## src/rtl/bt_uart_pkg.sv

```systemverilog
// Shared types and constants for the frame UART transmitter.
// Contents: FSM state enum, default frame size, ASCII constants used for
// frame termination, and byte/count widths.
package bt_uart_pkg;

  typedef enum logic [2:0] {
    IDLE,
    START,
    DATA,
    STOP,
    FINISH
  } state_t;

  localparam int unsigned FRAME_BYTES_DEFAULT = 18;
  localparam int unsigned BYTE_W              = 8;
  localparam int unsigned COUNT_W             = 5;

  localparam logic [7:0] ASCII_CR  = 8'h0D;
  localparam logic [7:0] ASCII_NUL = 8'h00;

endpackage

```

## src/rtl/bt_frame_uart_tx_if.sv

```systemverilog
// Frame handoff interface between the command encoder and the UART sender.
// Signals: frame_data (8*FRAME_BYTES, byte 0 in the low lane), frame_valid,
// frame_ready. master = encoder side, slave = transmitter side.
interface bt_frame_uart_tx_if #(
  parameter int unsigned FRAME_BYTES = 18
);

  logic [8*FRAME_BYTES-1:0] frame_data;
  logic                     frame_valid;
  logic                     frame_ready;

  modport master (
    output frame_data,
    output frame_valid,
    input  frame_ready
  );

  modport slave (
    input  frame_data,
    input  frame_valid,
    output frame_ready
  );

endinterface

```

## src/rtl/bt_baud_tick.sv

```systemverilog
// Bit-period timer: counts CLKS_PER_BIT cycles and raises bit_end during the
// last cycle of every bit. clear holds the count at 0 so a bit period starts
// exactly on the cycle after clear drops.
// Ports: clk, reset (async, active-high), clear (sync), bit_end (registered).
module bt_baud_tick #(
  parameter int unsigned CLKS_PER_BIT = 434,
  localparam int unsigned CW = (CLKS_PER_BIT > 1) ? $clog2(CLKS_PER_BIT) : 1
) (
  input  logic clk,
  input  logic reset,
  input  logic clear,
  output logic bit_end
);

  localparam logic [CW-1:0] LAST = CW'(CLKS_PER_BIT - 1);

  logic [CW-1:0] cnt;
  logic [CW-1:0] cnt_nxt_c;

  // Next count wraps to 0 at the bit boundary; never exceeds LAST.
  always_comb begin
    cnt_nxt_c = cnt + CW'(1);
    if (clear || (cnt == LAST)) begin
      cnt_nxt_c = '0;
    end
  end

  // bit_end is registered from the next count so it lines up with cnt == LAST.
  always_ff @(posedge clk or posedge reset) begin
    if (reset) begin
      cnt     <= '0;
      bit_end <= 1'b0;
    end else begin
      cnt     <= cnt_nxt_c;
      bit_end <= (cnt_nxt_c == LAST);
    end
  end

endmodule

```

## src/rtl/bt_frame_uart_tx.sv

```systemverilog
// Sends a captured command frame byte by byte as 8N1 UART. The frame ends at
// FRAME_BYTES bytes or at the first 0x00 byte, which is never sent.
// Ports: clk, reset (async, active-high), frm (slave: frame_data,
// frame_valid, frame_ready), tx (serial line, idle high), busy, done (one
// cycle at frame end), bytes_sent (bytes sent in the last/current frame).
module bt_frame_uart_tx
  import bt_uart_pkg::*;
#(
  parameter int unsigned CLKS_PER_BIT = 434,
  parameter int unsigned FRAME_BYTES  = FRAME_BYTES_DEFAULT
) (
  input  logic               clk,
  input  logic               reset,
  bt_frame_uart_tx_if.slave  frm,
  output logic               tx,
  output logic               busy,
  output logic               done,
  output logic [COUNT_W-1:0] bytes_sent
);

  localparam int unsigned FRAME_W = BYTE_W * FRAME_BYTES;

  state_t               state;
  logic [FRAME_W-1:0]   frame_buf;
  logic [2:0]           bit_idx;
  logic                 bit_end;
  logic                 tick_clear;

  logic [FRAME_W-1:0]   buf_shift_c;
  logic [COUNT_W-1:0]   sent_inc_c;
  logic [2:0]           bit_idx_nxt_c;
  logic                 last_byte_c;

  // Timer is held at 0 outside the bit-timed states.
  assign tick_clear = (state == IDLE) || (state == FINISH);

  // Current byte always sits in frame_buf[7:0]; shifting exposes the next one.
  assign buf_shift_c   = frame_buf >> BYTE_W;
  assign sent_inc_c    = bytes_sent + COUNT_W'(1);
  assign bit_idx_nxt_c = bit_idx + 3'd1;
  assign last_byte_c   = (sent_inc_c == COUNT_W'(FRAME_BYTES)) ||
                         (buf_shift_c[BYTE_W-1:0] == ASCII_NUL);

  bt_baud_tick #(
    .CLKS_PER_BIT (CLKS_PER_BIT)
  ) u_baud_tick (
    .clk     (clk),
    .reset   (reset),
    .clear   (tick_clear),
    .bit_end (bit_end)
  );

  // Frame sequencer; every output is registered and set for the next state.
  always_ff @(posedge clk or posedge reset) begin
    if (reset) begin
      state           <= IDLE;
      frame_buf       <= '0;
      bit_idx         <= '0;
      bytes_sent      <= '0;
      tx              <= 1'b1;
      busy            <= 1'b0;
      done            <= 1'b0;
      frm.frame_ready <= 1'b1;
    end else begin
      case (state)
        IDLE: begin
          tx   <= 1'b1;
          done <= 1'b0;
          if (frm.frame_valid) begin
            frame_buf       <= frm.frame_data;
            bytes_sent      <= '0;
            bit_idx         <= '0;
            frm.frame_ready <= 1'b0;
            if (frm.frame_data[BYTE_W-1:0] == ASCII_NUL) begin
              // Empty frame: report completion without touching the line.
              state <= FINISH;
              done  <= 1'b1;
              busy  <= 1'b0;
            end else begin
              state <= START;
              tx    <= 1'b0;
              busy  <= 1'b1;
            end
          end
        end

        START: begin
          if (bit_end) begin
            state   <= DATA;
            bit_idx <= '0;
            tx      <= frame_buf[0];
          end
        end

        DATA: begin
          if (bit_end) begin
            bit_idx <= bit_idx_nxt_c;
            if (bit_idx == 3'd7) begin
              state <= STOP;
              tx    <= 1'b1;
            end else begin
              tx <= frame_buf[bit_idx_nxt_c];
            end
          end
        end

        STOP: begin
          if (bit_end) begin
            bytes_sent <= sent_inc_c;
            frame_buf  <= buf_shift_c;
            if (last_byte_c) begin
              state <= FINISH;
              done  <= 1'b1;
              busy  <= 1'b0;
              tx    <= 1'b1;
            end else begin
              // Back-to-back bytes: next start bit follows with no idle gap.
              state <= START;
              tx    <= 1'b0;
            end
          end
        end

        FINISH: begin
          state           <= IDLE;
          done            <= 1'b0;
          tx              <= 1'b1;
          frm.frame_ready <= 1'b1;
        end

        default: begin
          state           <= IDLE;
          tx              <= 1'b1;
          busy            <= 1'b0;
          done            <= 1'b0;
          frm.frame_ready <= 1'b1;
        end
      endcase
    end
  end

endmodule
```

## src/flat_wrapper.sv

```systemverilog
// flat-port wrapper written by rule: the top's interface ports become plain ports
module bt_frame_uart_tx_flat import bt_uart_pkg::*;
#(
  parameter int unsigned CLKS_PER_BIT = 434,
  parameter int unsigned FRAME_BYTES  = FRAME_BYTES_DEFAULT
)
  (clk, reset, tx, busy, done, bytes_sent, frm_frame_data, frm_frame_valid, frm_frame_ready);
  bt_frame_uart_tx_if #(.FRAME_BYTES(FRAME_BYTES)) frm_i ();
  input  logic clk;
  input  logic reset;
  output logic tx;
  output logic busy;
  output logic done;
  output logic [COUNT_W-1:0] bytes_sent;
  input wire logic [$bits(frm_i.frame_data)-1:0] frm_frame_data;
  input wire logic [$bits(frm_i.frame_valid)-1:0] frm_frame_valid;
  output wire logic [$bits(frm_i.frame_ready)-1:0] frm_frame_ready;
  assign frm_i.frame_data = frm_frame_data;
  assign frm_i.frame_valid = frm_frame_valid;
  assign frm_frame_ready = frm_i.frame_ready;
  bt_frame_uart_tx #(.CLKS_PER_BIT(CLKS_PER_BIT), .FRAME_BYTES(FRAME_BYTES)) u_core (.clk(clk), .reset(reset), .frm(frm_i), .tx(tx), .busy(busy), .done(done), .bytes_sent(bytes_sent));
endmodule
```

## config.mk

```make
export PLATFORM = sky130hd
export DESIGN_NAME = bt_frame_uart_tx_flat
export DESIGN_NICKNAME = d
export VERILOG_FILES = /design/src/rtl/bt_uart_pkg.sv /design/src/rtl/bt_frame_uart_tx_if.sv /design/src/rtl/bt_baud_tick.sv /design/src/rtl/bt_frame_uart_tx.sv /design/src/flat_wrapper.sv
export SDC_FILE = /design/constraint.sdc
export NUM_CORES = 1
export LEC_CHECK = 0
export CORE_UTILIZATION = 50
export CTS_BUF_LIST = sky130_fd_sc_hd__clkbuf_2 sky130_fd_sc_hd__clkbuf_4 sky130_fd_sc_hd__clkbuf_8
export CTS_CLUSTER_SIZE = 12
export DETAILED_ROUTE_END_ITERATION = 10
export PLACE_DENSITY = 0.77
export SKIP_CTS_REPAIR_TIMING = 1
export SYNTH_ARGS = -nofsm -noshare
export SYNTH_HDL_FRONTEND = slang
export SYNTH_SLANG_ARGS = --single-unit
```

## constraint.sdc

```tcl
create_clock -name clk -period 6.76 [get_ports clk]
set_input_delay 1.014 -clock clk [delete_from_list [all_inputs] [get_ports clk]]
set_output_delay 1.014 -clock clk [all_outputs]
set_load 0.005 [all_outputs]
```

### After elaboration in Yosys (flattened, before gate mapping)

Index checks and enable logic that the tools add are counted.

| operators by class | value |
|---|---|
| add/sub/neg operators | 3 |
| order comparisons | 1 |
| equal/unequal tests | 14 |
| muxes and demuxes | 40 |
| bitwise operators | 3 |
| reduce and logical (&&, ||, !) cells | 18 |

Operator list:

| kind | count |
|---|---|
| $mux 144 | 2 |
| $pmux 144 s2 | 1 |
| $mux 3 | 10 |
| $eq 9x9->1 const B | 2 |
| $logic_not 8->1 | 2 |
| $mux 1 | 16 |
| $pmux 3 s4 | 1 |
| $mux 5 | 2 |
| $pmux 5 s2 | 1 |
| $add 9x1->9 const B | 1 |
| $lt 3x9->1 const B | 1 |
| $mux 9 | 1 |
| $pmux 3 s3 | 1 |
| $reduce_and 3->1 | 3 |
| $ne 2x2->1 const B | 4 |
| $reduce_and 4->1 | 2 |
| $eq 3x2->1 const B | 2 |
| $eq 3x3->1 const B | 2 |
| $pmux 1 s3 | 2 |
| $reduce_or 3->1 | 2 |
| $add 5x1->5 const B | 1 |
| $eq 5x5->1 const B | 1 |
| $reduce_and 5->1 | 1 |
| $ne 2x1->1 const B | 2 |
| other kinds (12) | 16 |

| storage, ports and cells | value |
|---|---|
| flip-flop bits (word level) | 169 |
| bits of input ports | 147 |
| output and inout bits | 9 |
| word-level logic and storage cells | 89 |

### Logic depth before layout (Yosys ltp)

Gate-level depths: netlist (run 1).

| logic depth | value |
|---|---|
| depth after elaboration | 6 |
| mapped depth | 8 |
| gate-level depth less buffers | 7 |

### Modules after synthesis

Synthesis (run 1) repeated with hierarchy kept, for this count alone.

| second synthesis, totals | value |
|---|---|
| cell total of the unflattened synthesis | 942 |
| area total of the unflattened synthesis | 7,956.4 um^2 |

Modules (own cells, without submodules):

| module | times used | cells each | area each (um^2) | seq. area each (um^2) |
|---|---|---|---|---|
| bt_frame_uart_tx | 1 | 892 | 7,439.6 | 3,981.3 |
| bt_baud_tick | 1 | 50 | 516.7 | 250.2 |

### Worst setup path after synthesis (run 1)

Ideal clock, no wire load.

| timing path | value |
|---|---|
| path type | input to register |
| start point | in frm_frame_data[5] |
| end point | reg u_core.state[0] |
| library setup time | 0.129 ns |
| arrival | 2.018 ns |
| data required time | 6.631 ns |
| path slack | 4.613 ns |
| cell stages on the path | 5 |
| buffers on the path | 0 |
| cell sequence | or4_1 -> nor2_1 -> a2111oi_0 -> a31oi_1 -> o21ai_0 |

| on the way | value |
|---|---|
| longest elaborated chain between the ends | 4 |

Ends and longest elaborated chain:

| item | RTL line | RTL |
|---|---|---|
| start: declaration | flat_wrapper.sv:15 | `input wire logic [$bits(frm_i.frame_data)-1:0] frm_frame_data;` |
| $logic_not 8->1 | bt_frame_uart_tx.sv:74 | `if (frm.frame_data[BYTE_W-1:0] == ASCII_NUL) begin` |
| $mux 3 | bt_frame_uart_tx.sv:74 |  |
| $mux 3 | bt_frame_uart_tx.sv:69 | `if (frm.frame_valid) begin` |
| $pmux 3 s4 | bt_frame_uart_tx.sv:65 | `case (state)` |
| end signal: assignment | bt_frame_uart_tx.sv:76 | `state <= FINISH;` |
| end signal: assignment | bt_frame_uart_tx.sv:80 | `state <= START;` |
| end signal: assignment | bt_frame_uart_tx.sv:89 | `state <= DATA;` |
| end: declaration | bt_frame_uart_tx.sv:23 | `state_t state;` |

Every way passes these cells. The select of a mux whose other input is x is not followed.
A chain may end at the register's enable or synchronous reset.

### Worst setup path in the final report (run 1)

| timing path | value |
|---|---|
| start point | reg u_core.state[0] |
| end point | reg u_core.bytes_sent[2] |

| on the way | value |
|---|---|
| longest elaborated chain between the ends | 3 |
| elaborated cells on any way between the ends | 7 |

Ends and longest elaborated chain:

| item | RTL line | RTL |
|---|---|---|
| start signal: assignment | bt_frame_uart_tx.sv:56 | `state <= IDLE;` |
| start signal: assignment | bt_frame_uart_tx.sv:76 |  |
| start signal: assignment | bt_frame_uart_tx.sv:80 |  |
| $eq 3x2->1 / $logic_not 3->1 (equally long branches) | bt_frame_uart_tx.sv:65 |  |
| $ne 2x2->1 (no source line) / $reduce_bool 2->1 (equally long branches) | -- |  |
| $reduce_and 3->1 (no source line) | -- |  |
| end signal: assignment | bt_frame_uart_tx.sv:109 | `bytes_sent <= sent_inc_c;` |
| end: declaration | bt_frame_uart_tx.sv:18 | `output logic [COUNT_W-1:0] bytes_sent` |

Several ways; a longest one is shown, not always the timed one.

==> impl_metrics.py, run 1 <==
metrics = {
    "clock_network": {
        "cts_tree": "yes",
        "cts_buffer_depth": 2,
        "cts_root_buf": "clkbuf_8",
        "h-tree-depth": 4,
        "cts.clk_slew.worst_paths_ns": 0.08,
        "cts.sinks": 169,
        "clk-insertion-delay-late_ns": 0.45,
        "numCtsBuffers": 17,
    },
    "pwr": {
        "pwr-share-clk_pct": 38.3,
        "swShare_pct": 21.3,
        "combPwrFrac_pct": 7.4,
        "power.switching_w": 0.000398,
        "p_int_w": 0.00147,
        "p_per_area_mw_per_mm2": 185,
        "finalPower_w": 0.00187,
        "leakagePower_nw": 5.25,
        "irDropWorstVdd_v": 0.000109,
        "seqPwrFrac_pct": 54.3,
    },
    "place": {
        "place_hpwl_um": 12200,
        "routabilityCongestion": 0.820,
        "port_buffers": 155,
    },
    "timing": {
        "min_period_ns": 2.93,
        "skew_ns": 0.00976,
        "rsz0062_at_grt": "no",
        "worst_pin_slew_ns": 0.968,
        "max_slew_margin_pct": 35.5,
        "hold_viol_final": 0,
        "setup_viol": 0,
        "tns_ns": 0,
        "final_max_slew_viol_count": 0,
        "fin_crit_sh_pct": 43.3,
        "fmax_mhz": 342,
        "hold_slack_ns": 0.474,
    },
    "floorplanning": {
        "die_h_um": 129,
        "dieArea_mm2": 0.0166,
        "die_width_um": 129,
        "start_util_pct": 50.9,
        "coreArea_mm2": 0.0158,
        "rows": 46,
        "ios": 156,
    },
    "detailed_routing": {
        "route.detailed.vias_per_inst": 5.21,
        "dr.first_iter.drc_count": 434,
        "avgRoutedWirePerCell_um": 15.2,
        "drc": 0,
        "ant_nets": 0,
        "wl_um": 17600,
        "dr.pass1.iters": 5,
        "vias": 6041,
    },
    "worst_setup_path": {
        "crit_type": "register to register",
        "cp.arrival_ns": 3.31,
        "worst_setup_path_end_kind": "register",
        "crit_required_ns": 7.14,
        "worstPathMaxFanout": 51,
        "critPathLaunchType": "register",
    },
    "run_status": {
        "status": "finished, final reports clean",
    },
    "synth": {
        "synth_area_leader_cell": "dfrtp_1",
        "synthTopCellsByCount": "nand2_1 (173), dfrtp_1 (167), mux2i_1 (140)",
        "synthTopCellsByArea": "dfrtp_1 (52%), mux2i_1 (17%), nand2_1 (8.1%)",
        "async_flop_share_pct": 100,
        "yosys.area.top_type_share_pct": 51.8,
        "yosys_warnings": 0,
        "yosysMostFrequentCell": "nand2_1",
        "post_synth.cell_area_avg_um2": 10.1,
        "ys_seq_area_share_pct": 52.5,
        "synth_cells": 801,
        "synth.distinct_cells": 49,
        "syn_area_mm2": 0.00806,
        "ys_dominant_reg_cell": "dfrtp_1",
        "synthesis.nets": 954,
        "ys_seq_elements": 169,
        "synth_edf_count": 0,
    },
    "global_routing": {
        "grt_max_degree": 99,
        "overflow": 0,
        "grt_first_pass_wirelength_um": 28700,
        "antenna_found_initial": 1,
        "grt_pass1_vias": 5953,
        "globalRouteTotalUtil_pct": 22.4,
    },
    "finish": {
        "layout-area-overhead-vs-synth_pct": 25.1,
        "num-nets-final": 1083,
        "insertedDiodeCount": 0,
        "fin_util_pct": 63.7,
        "drive_gt1_share_pct": 5.51,
    },
    "min_path": {
        "hp-class": "register to register",
    },
    "run": {
        "drv_cap": 0,
    },
}
==> power groups by stage <==
stage	clock network [W]	registers (W)	logic (W)
floorplan	0	0.00103	0.0000398
global placement	0	0.00103	0.000139
detailed placement	0	0.00103	0.000140
CTS	0.000732	0.00101	0.000141
global route	0.000775	0.00101	0.000152
finish	0.000715	0.00101	0.000138
==> worst paths after layout <==
kind	start	endpoint	slack, ns	cells after the start
min in group asynchronous	reset	u_core.frame_buf[125]	1.11	2
min	u_core.frm.frame_ready	u_core.frm.frame_ready	0.47	2
max	u_core.state[0]	u_core.bytes_sent[2]	3.83	5
max in group asynchronous	reset	u_core.frame_buf[43]	4.17	3
max reg2reg	u_core.state[0]	u_core.bytes_sent[2]	3.83	5
min reg2reg	u_core.frm.frame_ready	u_core.frm.frame_ready	0.47	2
==> critical path, stage by stage, from the launching register on <==
cell and delay, ns:
dfrtp_1 0.71, nand3_4 0.70, buf_4 0.64, nor2_2 0.51, nand2_1 0.10, o21ai_1 0.13
==> area by class of cell <==
| class | count | area, um2 |
|---|---|---|
| Clock buffer | 26 | 345 |
| Inverter | 10 | 42.5 |
| Sequential cell | 169 | 4230 |
| Clock inverter | 6 | 60.1 |
| Multi-Input combinational cell | 571 | 3540 |
| Timing Repair Buffer | 161 | 1600 |
| Tap cell | 216 | 270 |
| Fill cell | 1321 | 5740 |
==> state kept, by name (all words and copies together) (netlist names) <==
signal / count
u_core.bit_idx: 3
u_core.busy: 1
u_core.bytes_sent: 5
u_core.done: 1
u_core.frame_buf: 144
u_core.frm.frame_ready: 1
u_core.state: 3
u_core.tx: 1
u_core.u_baud_tick.bit_end: 1
u_core.u_baud_tick.cnt: 9
==> through the flow <==
stage | cell area, um2 | setup slack (ns) | cells
2_1_floorplan | 8060 | 1.17 | 801
3_3_place_gp | 9680 | 3.58 | 1127
3_5_place_dp | 9680 | 3.55 | 1127
4_1_cts | 10100 | 3.84 | 1159
5_1_grt | 10100 | 3.58 | 1159
6_report | 10100 | 3.83 | 1159
==> cells in the final DEF, fill, tap and decap left out, drive strengths merged, types with 6 or more instances in the layout <==
| cell | count |
|---|---|
| dfrtp | 167 |
| ha | 6 |
| o21ai | 148 |
| nand2 | 173 |
| inv | 10 |
| buf | 6 |
| clkdlybuf4s50 | 155 |
| nor2 | 19 |
| a21oi | 23 |
| mux2i | 140 |
| clkbuf | 26 |
| nor3 | 9 |
| nand3 | 8 |
==> routing by layer <==
metal	GRT usage (%)	wire length, um	vias up
met5	0	12	-
met4	8.10	245	2
met3	6.36	1140	22
met2	35.1	8110	162
met1	29.8	8050	2821
li1	-	-	3034
==> logic make-up (layout without fill, tap and decap cells) <==
logic type / count (synthesis) / after routing / synth area share [%]
compound gates: 190 / 190 / 12.6
xor+xnor: 5 / 5 / 0.543
fa+ha+maj: 6 / 6 / 0.931
buf+inv: 61 / 203 / 3.79
flops: 169 / 169 / 52.5
mux: 141 / 141 / 17.5
simple gates: 229 / 229 / 12.2
Power figures use the tool's default switching activity.
==> run 2: changes to the inputs <==
==> constraint.sdc (replaced) <==
create_clock -name clk -period 2.95 [get_ports clk]
set_input_delay 0.4425 -clock clk [delete_from_list [all_inputs] [get_ports clk]]
set_output_delay 0.4425 -clock clk [all_outputs]
set_load 0.005 [all_outputs]
==> run 2 against run 1 <==
Compared with the run above: cell count grew 0.60%; total power rose by 130%; sequential share of layout area is 0.54 points lower; die area did not move; via count shrank 0.43%; clock-buffer cell count fell by 4; largest power group unchanged.
==> impl_metrics.py, run 2 (synthesized netlist as in run 1, its figures left out) <==
metrics = {
    "detailed_routing": {
        "vias": 6015,
        "dr.pass1.iters": 7,
        "ant_nets": 0,
        "wl_um": 17300,
        "dr.first_iter.drc_count": 324,
        "avgRoutedWirePerCell_um": 14.9,
        "drc": 0,
        "route.detailed.vias_per_inst": 5.16,
    },
    "pwr": {
        "leakagePower_nw": 5.32,
        "swShare_pct": 21.5,
        "p_int_w": 0.00333,
        "power.switching_w": 0.000912,
        "pwr-share-clk_pct": 37.7,
        "p_per_area_mw_per_mm2": 415,
        "seqPwrFrac_pct": 54.7,
        "combPwrFrac_pct": 7.6,
        "irDropWorstVdd_v": 0.000227,
    },
    "clock_network": {
        "cts.clk_slew.worst_paths_ns": 0.08,
        "cts_root_buf": "clkbuf_8",
        "cts.sinks": 169,
        "h-tree-depth": 4,
        "cts_tree": "yes",
        "numCtsBuffers": 17,
        "clk-insertion-delay-late_ns": 0.45,
        "cts_buffer_depth": 2,
    },
    "finish": {
        "final_cell_mix": "nand2_1 (173), dfrtp_1 (167), clkdlybuf4s50_1 (155)",
        "ff_latch_area_mm2": 0.00423,
        "fin_util_pct": 64.5,
        "fill_cells": 1290,
        "num-nets-final": 1091,
        "top_register": "u_core.frame_buf",
        "reg.largest.list": "u_core.frame_buf x144, u_core.u_baud_tick.cnt x9, u_core.bytes_sent x5",
        "layout_commonest_cell": "nand2_1",
        "largest_register_ffs": 144,
        "drive_gt1_share_pct": 6.21,
        "insertedDiodeCount": 0,
        "final_area_mm2": 0.0102,
        "multi_input_comb_area_mm2": 0.00354,
        "layout-area-overhead-vs-synth_pct": 26.7,
    },
    "worst_setup_path": {
        "r2r-end": "u_core.frame_buf[14]",
        "worstPathMaxFanout": 29,
        "crit_required_ns": 3.27,
        "cp_cell_sequence": "nand3_4, buf_4, mux2i_1, o21ai_1",
        "crit_start": "u_core.state[0]",
        "cp.arrival_ns": 2.52,
        "slowest_stage": "dfrtp_1",
        "worst_setup_path_end_kind": "register",
        "r2r_slack_ns": 0.75,
        "slowest_delay_ns": 0.71,
        "critPathLaunchType": "register",
        "r2r_start": "u_core.state[0]",
        "crit_type": "register to register",
        "r2r_cells": 4,
    },
    "timing": {
        "worst_pin_slew_ns": 0.563,
        "skew_ns": 0.0117,
        "hold_viol_final": 0,
        "rsz0062_at_grt": "no",
        "fmax_mhz": 455,
        "fin_crit_sh_pct": 74.5,
        "setup_viol": 0,
        "min_period_ns": 2.20,
        "max_slew_margin_pct": 62.5,
        "final_max_slew_viol_count": 0,
        "tns_ns": 0,
    },
    "global_routing": {
        "globalRouteTotalUtil_pct": 21.5,
        "grt_max_degree": 139,
        "grt_first_pass_wirelength_um": 27500,
        "antenna_found_initial": 0,
        "overflow": 0,
        "grt_pass1_vias": 5620,
    },
    "floorplanning": {
        "die_width_um": 129,
        "ios": 156,
        "dieArea_mm2": 0.0166,
        "start_util_pct": 50.9,
        "die_h_um": 129,
        "coreArea_mm2": 0.0158,
        "rows": 46,
    },
    "run": {
        "drv_cap": 0,
    },
    "run_status": {
        "status": "finished, final reports clean",
    },
    "min_path": {
        "hp-class": "input port to asynchronous set/reset pin",
    },
    "place": {
        "place_area_mm2": 0.00984,
        "place_hpwl_um": 12200,
        "routabilityCongestion": 0.812,
        "port_buffers": 155,
    },
}
[run 2: power groups by stage]
stage	sequential, W	combinational, W	clock [W]
floorplan	0.00237	0.0000917	0
CTS	0.00232	0.000328	0.00164
global placement	0.00237	0.000323	0
global route	0.00232	0.000352	0.00175
detailed placement	0.00237	0.000327	0
finish	0.00232	0.000322	0.00160
[run 2: area by class of cell]
cell class | instances | share of cell area, %
Inverter | 10 | 0.404
Sequential cell | 169 | 41.4
Timing Repair Buffer | 169 | 17.2
Clock inverter | 9 | 0.980
Tap cell | 216 | 2.65
Clock buffer | 22 | 2.72
Multi-Input combinational cell | 571 | 34.6
[run 2: worst max-delay path by stage]
stage | end | slack (ns) | cells past startpoint
2_1_floorplan | u_core.bit_idx[0] | 0.35 | 1
4_1_cts | u_core.frame_buf[14] | 0.72 | 4
6_report | u_core.frame_buf[14] | 0.75 | 4
5_1_grt | u_core.bytes_sent[2] | 0.57 | 4
3_3_place_gp | u_core.state[0] | 0.74 | 6
3_5_place_dp | u_core.frame_buf[48] | 0.71 | 6
[run 2: through the flow]
step	hold WS (ns)	setup WS [ns]	cells	power, W
after floorplan	0.448	0.354	801	0.00246
after global placement	0.451	0.741	1135	0.00269
after detailed placement	0.452	0.709	1135	0.00270
after CTS	0.332	0.725	1166	0.00429
after global routing	0.350	0.570	1166	0.00443
final	0.353	0.752	1166	0.00424
[run 2: layer usage]
metal	routed length (um)	vias up	track usage (%)
met5	0	-	0
met4	110	0	5.95
met3	1050	10	6.32
met2	8110	136	33.8
met1	8070	2818	28.9
li1	-	3051	-
[run 2: worst max-delay path, delay by kind of cell, from the launching register on]
kind / cells / cell delay [ns]
DFF: 1 / 0.71
muxes: 1 / 0.29
buffers and inverters: 1 / 0.40
and+or+nand+nor: 1 / 0.57
AOI/OAI and AO/OA: 1 / 0.09
==> run 3: changes to the inputs <==
--- a/config.mk
+++ b/config.mk
@@ -5,11 +5,11 @@
 export SDC_FILE = /design/constraint.sdc
 export NUM_CORES = 1
 export LEC_CHECK = 0
-export CORE_UTILIZATION = 50
+export CORE_UTILIZATION = 49
 export CTS_BUF_LIST = sky130_fd_sc_hd__clkbuf_2 sky130_fd_sc_hd__clkbuf_4 sky130_fd_sc_hd__clkbuf_8
 export CTS_CLUSTER_SIZE = 12
 export DETAILED_ROUTE_END_ITERATION = 10
-export PLACE_DENSITY = 0.77
+export PLACE_DENSITY = 0.79
 export SKIP_CTS_REPAIR_TIMING = 1
 export SYNTH_ARGS = -nofsm -noshare
 export SYNTH_HDL_FRONTEND = slang
==> constraint.sdc (replaced) <==
create_clock -name clk -period 1.8 [get_ports clk]
set_input_delay 0.27 -clock clk [delete_from_list [all_inputs] [get_ports clk]]
set_output_delay 0.27 -clock clk [all_outputs]
set_load 0.005 [all_outputs]
==> run 3 against run 2 <==
Compared with the run above: wire length increased by 5.0%; register-to-register slack got worse by 0.64 ns; clock power increased by 85%; setup slack got worse by 0.68 ns; total power increased by 72%; design area increased by 4.9%; die area increased by 2.0%; critical path type is now register to output pin; flip-flop and latch count unchanged; cell count increased by 2.8%; critical path depth decreased by 3.
==> impl_metrics.py, run 3 (synthesized netlist as in run 1, its figures left out) <==
metrics = {
    "place": {
        "port_buffers": 155,
        "dpl_worst_slack_ns": -0.249,
        "place_hpwl_um": 13600,
        "routabilityCongestion": 0.836,
        "place_inst": 1167,
    },
    "worst_setup_path": {
        "worst_setup_path_end_kind": "output pin",
        "cp_cell_sequence": "clkdlybuf4s50_1",
        "critPathLaunchType": "register",
        "worstPathMaxFanout": 7,
        "crit_family": "buffers and inverters",
        "cp.buffers_inverters": 1,
        "slowest_stage": "clkdlybuf4s50_1",
        "r2r_start": "u_core.bit_idx[0]",
        "slowest_delay_ns": 0.54,
        "r2r_cells": 6,
        "crit_required_ns": 1.53,
        "cp.arrival_ns": 1.46,
        "r2r-end": "u_core.tx",
        "crit_type": "register to output pin",
        "r2r_slack_ns": 0.11,
    },
    "finish": {
        "final_cell_mix": "nand2_1 (173), dfrtp_1 (165), clkdlybuf4s50_1 (152)",
        "largest_register_ffs": 144,
        "num-nets-final": 1123,
        "layout_commonest_cell": "nand2_1",
        "multi_input_comb_area_mm2": 0.00355,
        "final_cells": 1199,
        "insertedDiodeCount": 0,
        "top_register": "u_core.frame_buf",
        "ff_latch_area_mm2": 0.00423,
        "reg.largest.list": "u_core.frame_buf x144, u_core.u_baud_tick.cnt x9, u_core.bytes_sent x5",
        "fill_cells": 1298,
        "drive_gt1_share_pct": 9.77,
        "layout-area-overhead-vs-synth_pct": 32.9,
    },
    "detailed_routing": {
        "dr.pass1.iters": 4,
        "route.detailed.vias_per_inst": 5.19,
        "drc": 0,
        "vias": 6218,
        "wl_um": 18200,
        "ant_nets": 0,
        "avgRoutedWirePerCell_um": 15.2,
        "dr.first_iter.drc_count": 304,
    },
    "clock_network": {
        "cts_buffer_depth": 2,
        "cts.sinks": 169,
        "numCtsBuffers": 17,
        "cts_tree": "yes",
        "h-tree-depth": 4,
        "clk-insertion-delay-late_ns": 0.46,
        "cts.clk_slew.worst_paths_ns": 0.09,
        "cts_root_buf": "clkbuf_8",
    },
    "global_routing": {
        "globalRouteTotalUtil_pct": 22.6,
        "antenna_found_initial": 0,
        "grt_util_met2_pct": 36.2,
        "grt_max_degree": 71,
        "grt_pass1_vias": 6184,
        "use_met3_pct": 6.64,
        "grt_first_pass_wirelength_um": 29600,
        "grt.met1_usage_pct": 29.6,
        "overflow": 0,
        "grt.busiest_layer": "met2",
    },
    "timing": {
        "tns_ns": 0,
        "fmax_mhz": 580,
        "max_slew_margin_pct": 69.7,
        "setup_viol": 0,
        "worst_pin_slew_ns": 0.454,
        "min_period_ns": 1.73,
        "hold_viol_final": 0,
        "skew_ns": 0.00770,
        "rsz0062_at_grt": "no",
        "final_max_slew_viol_count": 0,
        "layout_setup_ws_ns": 0.0744,
        "hold_slack_ns": 0.155,
        "fin_crit_sh_pct": 95.9,
    },
    "floorplanning": {
        "start_util_pct": 50.4,
        "coreArea_mm2": 0.0160,
        "die_width_um": 130,
        "rows": 46,
        "dieArea_mm2": 0.0170,
        "die_h_um": 130,
        "ios": 156,
    },
    "pwr": {
        "finalPower_w": 0.00730,
        "irDropWorstVdd_v": 0.000413,
        "leakagePower_nw": 5.57,
        "p_per_area_mw_per_mm2": 681,
    },
    "min_path": {
        "hp-class": "input port to asynchronous set/reset pin",
    },
    "run": {
        "drv_cap": 0,
    },
    "run_status": {
        "status": "finished, final reports clean",
    },
}
==> run 3: changes by cell type in the layout (fill, tap and decap cells not counted), sizes merged <==
| cell | previous run | this run |
|---|---|---|
| inv | 9 | 12 |
| clkbuf | 22 | 18 |
| buf | 14 | 46 |
| clkdlybuf4s50 | 155 | 152 |
| bufinv | 2 | 4 |
| dlymetal6s2s | 0 | 3 |
| clkinvlp | 3 | 7 |
| clkinv | 5 | 1 |
==> run 3: worst max path at each step <==
stage                                    start                 to  slack [ns]  cells past startpoint
after floorplan                          reset  u_core.bit_idx[0]       -0.62                      1
after CTS                            u_core.tx                 tx      -0.005                      1
after global placement       frm_frame_data[5]        u_core.done       -0.14                      8
after detailed placement     frm_frame_data[5]        u_core.done       -0.25                      8
after global routing      u_core.bytes_sent[0]      bytes_sent[0]       0.005                      2
final                     u_core.bytes_sent[2]      bytes_sent[2]        0.07                      1
==> run 3: through the flow <==
step / utilization (%) / area [um2]
2_1_floorplan: - / 8070
3_3_place_gp: 64.1 / 10300
3_5_place_dp: 64.1 / 10300
4_1_cts: 66.8 / 10700
5_1_grt: 67.0 / 10700
6_report: 67.0 / 10700
==> run 3: metal layers <==
layer	up-vias	wire, um
met4	0	174
met1	2924	8010
li1	3127	-
met5	-	0
met2	151	8630
met3	16	1400
==> run 3: report_power, final <==
group	internal, W	switching, W
logic	0.000356	0.000179
clock network	0.00153	0.00142
registers	0.00380	0.00000627
==> run 3: area by class of cell <==
cell class | instances | area share, %
well taps | 216 | 2.52
multi-input cells | 571 | 33.2
repair buffers | 201 | 20.3
flip-flops and latches | 169 | 39.5
inverters | 10 | 0.385
clock inverters | 14 | 1.83
clock buffers | 18 | 2.25
